**config.mk**
```make
export PLATFORM = sky130hd
export DESIGN_NAME = fetch_controller_flat
export DESIGN_NICKNAME = d
export VERILOG_FILES = /design/src/rtl/fetch_controller_if.sv /design/src/rtl/fetch_controller.sv /design/src/flat_wrapper.sv
export SDC_FILE = /design/constraint.sdc
export NUM_CORES = 1
export LEC_CHECK = 0
export CELL_PAD_IN_SITES_DETAIL_PLACEMENT = 2
export CELL_PAD_IN_SITES_GLOBAL_PLACEMENT = 2
export CORE_MARGIN = 1.5
export CORE_UTILIZATION = 25
export DETAILED_ROUTE_END_ITERATION = 16
export HOLD_SLACK_MARGIN = 0.12
export PLACE_DENSITY = 0.75
export RECOVER_POWER = 25
export SLEW_MARGIN = 10
export SYNTH_ARGS = -nofsm -noshare
export SYNTH_HDL_FRONTEND = slang
export SYNTH_SLANG_ARGS = --single-unit
```
**constraint.sdc**
```tcl
create_clock -name clk -period 2.1 [get_ports clk]
set_input_delay 0.63 -clock clk [delete_from_list [all_inputs] [get_ports clk]]
set_output_delay 0.63 -clock clk [all_outputs]
set_load 0.05 [all_outputs]
```
**src/rtl/fetch_controller_if.sv**
```systemverilog
// Fetch-stage bus: instruction-memory read port, decode output slot and execute redirect.
// master = fetch_controller side, slave = memory/decode/execute side.
interface fetch_controller_if;
    localparam int unsigned PC_W    = 64;
    localparam int unsigned INSTR_W = 32;

    logic               redirect_valid;
    logic [PC_W-1:0]    redirect_pc;
    logic [PC_W-1:0]    imem_pc;
    logic [INSTR_W-1:0] imem_instr;
    logic               imem_inv_addr;
    logic               if_valid;
    logic [INSTR_W-1:0] if_instr;
    logic [PC_W-1:0]    if_pc;
    logic               if_ready;

    modport master (
        input  redirect_valid, redirect_pc, imem_instr, imem_inv_addr, if_ready,
        output imem_pc, if_valid, if_instr, if_pc
    );

    modport slave (
        output redirect_valid, redirect_pc, imem_instr, imem_inv_addr, if_ready,
        input  imem_pc, if_valid, if_instr, if_pc
    );
endinterface

```
**src/rtl/fetch_controller.sv**
```systemverilog
// Program-counter sequencer: one fetch per cycle into a one-entry valid/ready slot,
// with execute redirects and a sticky stop on invalid instruction addresses.
module fetch_controller #(
    parameter logic [63:0] RESET_PC = 64'h0
) (
    input  logic                  clk,
    input  logic                  rst_n,
    input  logic                  start,
    fetch_controller_if.master    bus,
    output logic                  fault,
    output logic [63:0]           fault_pc,
    output logic [31:0]           fetch_count
);
    localparam int unsigned PC_W    = 64;
    localparam int unsigned INSTR_W = 32;
    localparam int unsigned CNT_W   = 32;

    typedef enum logic [1:0] {
        ST_IDLE  = 2'd0,
        ST_FETCH = 2'd1,
        ST_FAULT = 2'd2
    } state_e;

    state_e             state_q, state_d;
    logic [PC_W-1:0]    pc_q, pc_d;
    logic               if_valid_q, if_valid_d;
    logic [INSTR_W-1:0] if_instr_q, if_instr_d;
    logic [PC_W-1:0]    if_pc_q, if_pc_d;
    logic               fault_q, fault_d;
    logic [PC_W-1:0]    fault_pc_q, fault_pc_d;
    logic [CNT_W-1:0]   fetch_count_q, fetch_count_d;
    logic               slot_free;

    always_ff @(posedge clk or negedge rst_n) begin
        if (!rst_n) begin
            state_q       <= ST_IDLE;
            pc_q          <= RESET_PC;
            if_valid_q    <= 1'b0;
            if_instr_q    <= '0;
            if_pc_q       <= '0;
            fault_q       <= 1'b0;
            fault_pc_q    <= '0;
            fetch_count_q <= '0;
        end else begin
            state_q       <= state_d;
            pc_q          <= pc_d;
            if_valid_q    <= if_valid_d;
            if_instr_q    <= if_instr_d;
            if_pc_q       <= if_pc_d;
            fault_q       <= fault_d;
            fault_pc_q    <= fault_pc_d;
            fetch_count_q <= fetch_count_d;
        end
    end

    // Redirect beats fault beats load; a full, unaccepted slot stalls everything.
    always_comb begin
        state_d       = state_q;
        pc_d          = pc_q;
        if_valid_d    = if_valid_q;
        if_instr_d    = if_instr_q;
        if_pc_d       = if_pc_q;
        fault_d       = fault_q;
        fault_pc_d    = fault_pc_q;
        fetch_count_d = fetch_count_q;
        slot_free     = !if_valid_q || bus.if_ready;

        case (state_q)
            ST_IDLE: begin
                if_valid_d = 1'b0;
                if (start) begin
                    state_d = ST_FETCH;
                    pc_d    = RESET_PC;
                end
            end
            ST_FETCH: begin
                if (bus.redirect_valid) begin
                    pc_d       = bus.redirect_pc;
                    if_valid_d = 1'b0;
                end else if (slot_free) begin
                    if (bus.imem_inv_addr) begin
                        state_d    = ST_FAULT;
                        fault_d    = 1'b1;
                        fault_pc_d = pc_q;
                        if_valid_d = 1'b0;
                    end else begin
                        if_instr_d    = bus.imem_instr;
                        if_pc_d       = pc_q;
                        if_valid_d    = 1'b1;
                        pc_d          = pc_q + PC_W'(4);
                        fetch_count_d = fetch_count_q + CNT_W'(1);
                    end
                end
            end
            ST_FAULT: begin
                if_valid_d = 1'b0;
            end
            default: begin
                state_d    = ST_IDLE;
                if_valid_d = 1'b0;
            end
        endcase
    end

    assign bus.imem_pc  = pc_q;
    assign bus.if_valid = if_valid_q;
    assign bus.if_instr = if_instr_q;
    assign bus.if_pc    = if_pc_q;
    assign fault        = fault_q;
    assign fault_pc     = fault_pc_q;
    assign fetch_count  = fetch_count_q;

endmodule
```
**src/flat_wrapper.sv**
```systemverilog
// flat-port wrapper written by rule: the top's interface ports become plain ports
module fetch_controller_flat 
#(
    parameter logic [63:0] RESET_PC = 64'h0
)
  (clk, rst_n, start, fault, fault_pc, fetch_count, bus_redirect_valid, bus_redirect_pc, bus_imem_instr, bus_imem_inv_addr, bus_if_ready, bus_imem_pc, bus_if_valid, bus_if_instr, bus_if_pc);
  fetch_controller_if bus_i ();
  input  logic clk;
  input  logic rst_n;
  input  logic start;
  output logic fault;
  output logic [63:0] fault_pc;
  output logic [31:0] fetch_count;
  input wire logic [$bits(bus_i.redirect_valid)-1:0] bus_redirect_valid;
  input wire logic [$bits(bus_i.redirect_pc)-1:0] bus_redirect_pc;
  input wire logic [$bits(bus_i.imem_instr)-1:0] bus_imem_instr;
  input wire logic [$bits(bus_i.imem_inv_addr)-1:0] bus_imem_inv_addr;
  input wire logic [$bits(bus_i.if_ready)-1:0] bus_if_ready;
  output wire logic [$bits(bus_i.imem_pc)-1:0] bus_imem_pc;
  output wire logic [$bits(bus_i.if_valid)-1:0] bus_if_valid;
  output wire logic [$bits(bus_i.if_instr)-1:0] bus_if_instr;
  output wire logic [$bits(bus_i.if_pc)-1:0] bus_if_pc;
  assign bus_i.redirect_valid = bus_redirect_valid;
  assign bus_i.redirect_pc = bus_redirect_pc;
  assign bus_i.imem_instr = bus_imem_instr;
  assign bus_i.imem_inv_addr = bus_imem_inv_addr;
  assign bus_i.if_ready = bus_if_ready;
  assign bus_imem_pc = bus_i.imem_pc;
  assign bus_if_valid = bus_i.if_valid;
  assign bus_if_instr = bus_i.if_instr;
  assign bus_if_pc = bus_i.if_pc;
  fetch_controller #(.RESET_PC(RESET_PC)) u_core (.clk(clk), .rst_n(rst_n), .start(start), .bus(bus_i), .fault(fault), .fault_pc(fault_pc), .fetch_count(fetch_count));
endmodule
```
==> reports/metrics.yaml <==
async_flop_share_pct: 100
min_period_ns: 2.09
ant_nets: 0
syn_area_mm2: 0.0117
die_h_um: 219
fin_nets: 1798
powerDensity_mw_per_mm2: 1720
fp.dieW_um: 219
startpoint_type: "flip-flop"
utilization_pct: 39.2
area_delta_synth_final_pct: 55.4
grt_max_degree: 71
synth.top_cells.by_area: "dfrtp_1, nand2_1, mux2_2, o21ai_0, xnor2_1"
synth_edf_count: 0
worstMarginPinSlew_ns: 1.11
max_freq_ghz: 0.480
portBuffers: 359
fin_total_pwr_uw: 31400
grt_first_pass_wirelength_um: 77600
cts_tree: "done"
rrSetupSlack_ns: 0.01
hold_viol_final: 0
grt_setup_unrepaired: "yes"
clock_latency_ns: 0.54
skew_ns: 0.0169
first_global_vias: 12800
synth_fp_nets: 1306
final-setup-viol-count: 0
relSlewSlack_pct: 26.3
htree_num_levels: 2
irDropWorstVdd_v: 0.000795
cp_max_fo: 5
antenna_found_initial: 7
drt_iter0_drc: 502
r2r_start: "u_core.bus.imem_pc[39]"
final_common_cell: "buf_4"
ys_warn_count: 0
rows: 79
reg2reg_to: "u_core.bus.imem_pc[49]"
grt_use_total_pct: 21.1
max-clock-path-buffers: 3
cp-end-kind: "flip-flop"
vias_per_cell: 4.86
place.gp.congestion: 0.792
syn_inst: 1202
vias: 11300
synth_top_area_share_pct: 55.6
layout_common_cells: "buf_4, nand2_1, dfrtp_1, clkdlybuf4s50_1, o21ai_0"
synth-seq-cells: 260
yosysUniqueCellTypes: 53
overflow: 0
endpoint: "u_core.bus.imem_pc[49]"
clock_sinks: 260
clkTransAtPathRegs_ns: 0.06
drt_pass1_iterations: 4
synth-main-ff-cell: "dfrtp_1"
p_leak_uw: 0.00883
synth_top_area_cell: "dfrtp_1"
dp_hpwl_um: 37300
wl_per_cell_um: 21.7
cts_root_buffer: "clkbuf_16"
wirelength_um: 50600
fin_cells: 2332
hold_path_class: "input port to flip-flop"
fp.dieArea_mm2: 0.0481
worstRegToRegCells: 7
remaining_drc_errors: 0
cp_data_required_time_ns: 2.52
crit_path_start: "u_core.bus.imem_pc[39]"
status: "finished, final reports clean"
worstSetupPathType: "flip-flop to flip-flop"
slew_viol_final: 0
start_util_pct: 25.2
cts_buffers: 35
period_share_pct: 99.3
cap_violations: 0
final_layout_size_suffix_gt1_share_pct: 36.4
dp.cells: 2247
synth_seq_area_share_pct: 55.6
io_pins: 360
crit_arrival_ns: 2.50
synth_area_per_cell_um2: 9.74
core_area_mm2: 0.0464
-- area by class of cell --
cell class	count	area [um2]
multi-input combinational	856	5080
clock inverter	12	171
sequential	260	6570
antenna	5	12.5
tap	607	759
clock buffer	51	1050
fill	5000	28200
timing repair buffer	531	4510
inverter	10	37.5
-- stage by stage --
stage                     hold slack (ns)  instance area [um2]  worst slack, ns  setup TNS (ns)
after CTS                           0.396                18000         0.000533               0
after detailed placement            0.458                16700           -0.442          -61.74
after global placement              0.452                16700           -0.344          -51.43
after global routing                0.418                18200          -0.0817          -0.856
after floorplan                     0.334                11900           -0.112           -4.41
final                               0.428                18200           0.0149               0
-- metal layers --
layer	track usage, %	share of wire, %	up-vias
met5	0	0.075	-
met4	7.49	2.6	6
met3	5.17	5.5	79
met2	36.0	50	254
met1	25.7	42	5831
li1	-	-	5162
-- Yosys cell counts, types with 2 or more instances --
library cell  instances
o21ai_0              72
nand2b_1              4
a21oi_1              24
or3_1                 4
clkbuf_1             56
a41oi_1               2
nand2_1             356
nor4_2                2
nor2_1               39
nand3_1              37
o22ai_1               3
mux2i_1               6
a22o_1                4
o311ai_0              5
a211o_1               3
and4_1               11
ha_1                  2
a21boi_0              2
mux2_2               58
nor4_1               18
nor2b_1               3
a31oi_1               7
inv_1                10
xnor2_1              35
o41ai_1               3
and3_1               33
nand4_1              31
dfrtp_1             260
o211ai_1              6
a22oi_1              17
xor2_1                2
buf_1                 2
nor3_1               17
o31ai_1               4
a221o_1              16
a21o_1                4
a32oi_1               3
buf_2                18
or4_1                 2
nor3_4                2
and2_1                7
-- where the power goes --
part	internal [uW]	switching [uW]
sequential	6980	1330
combinational	5280	11400
clock	3960	2370
-- sequential cells by signal, summed over array words and instances, names as in the netlist --
signal,count
u_core.fault,1
u_core.state_q,2
u_core.bus.if_valid,1
u_core.fault_pc,64
u_core.bus.if_instr,32
u_core.fetch_count,32
u_core.bus.imem_pc,64
u_core.bus.if_pc,64
-- repair_timing --
action / CTS / global route
resized for setup: 20 / 39
hold buffers: 1 / 0
endpoints found under the setup margin: 21 / 40
cloned: 0 / 0
endpoints found under the hold margin: 19 / 0
setup buffers: 7 / 9
pin swaps: 3 / 8
-- kinds of logic after synthesis --
| kind of cell | synth area share, % |
|---|---|
| flops | 55.6 |
| compound gates | 9.95 |
| fa+ha+maj | 0.214 |
| mux | 6.09 |
| xor+xnor | 2.77 |
| simple gates | 22.4 |
| buf+inv | 2.95 |
-- worst min-delay path by stage --
stage | cells past startpoint | endpoint | slack [ns] | startpoint
CTS | 3 | u_core.bus.if_valid | 0.40 | bus_redirect_valid
floorplan | 0 | u_core.bus.if_instr[0] | 0.33 | rst_n
global route | 3 | u_core.bus.if_valid | 0.42 | bus_redirect_valid
global placement | 1 | u_core.fault | 0.45 | u_core.fault
detailed placement | 1 | u_core.fault | 0.46 | u_core.fault
finish | 3 | u_core.bus.if_valid | 0.43 | bus_redirect_valid
-- worst max-delay path: stages, from the launching register on --
cell and delay (ns):
dfrtp_2 0.39, nand4_4 0.14, or4_4 0.59, nor4_4 0.17
buf_4 0.19, buf_4 0.12, o21ai_0 0.07, a221o_1 0.29
No activity file was read; power rests on OpenSTA's default activity.
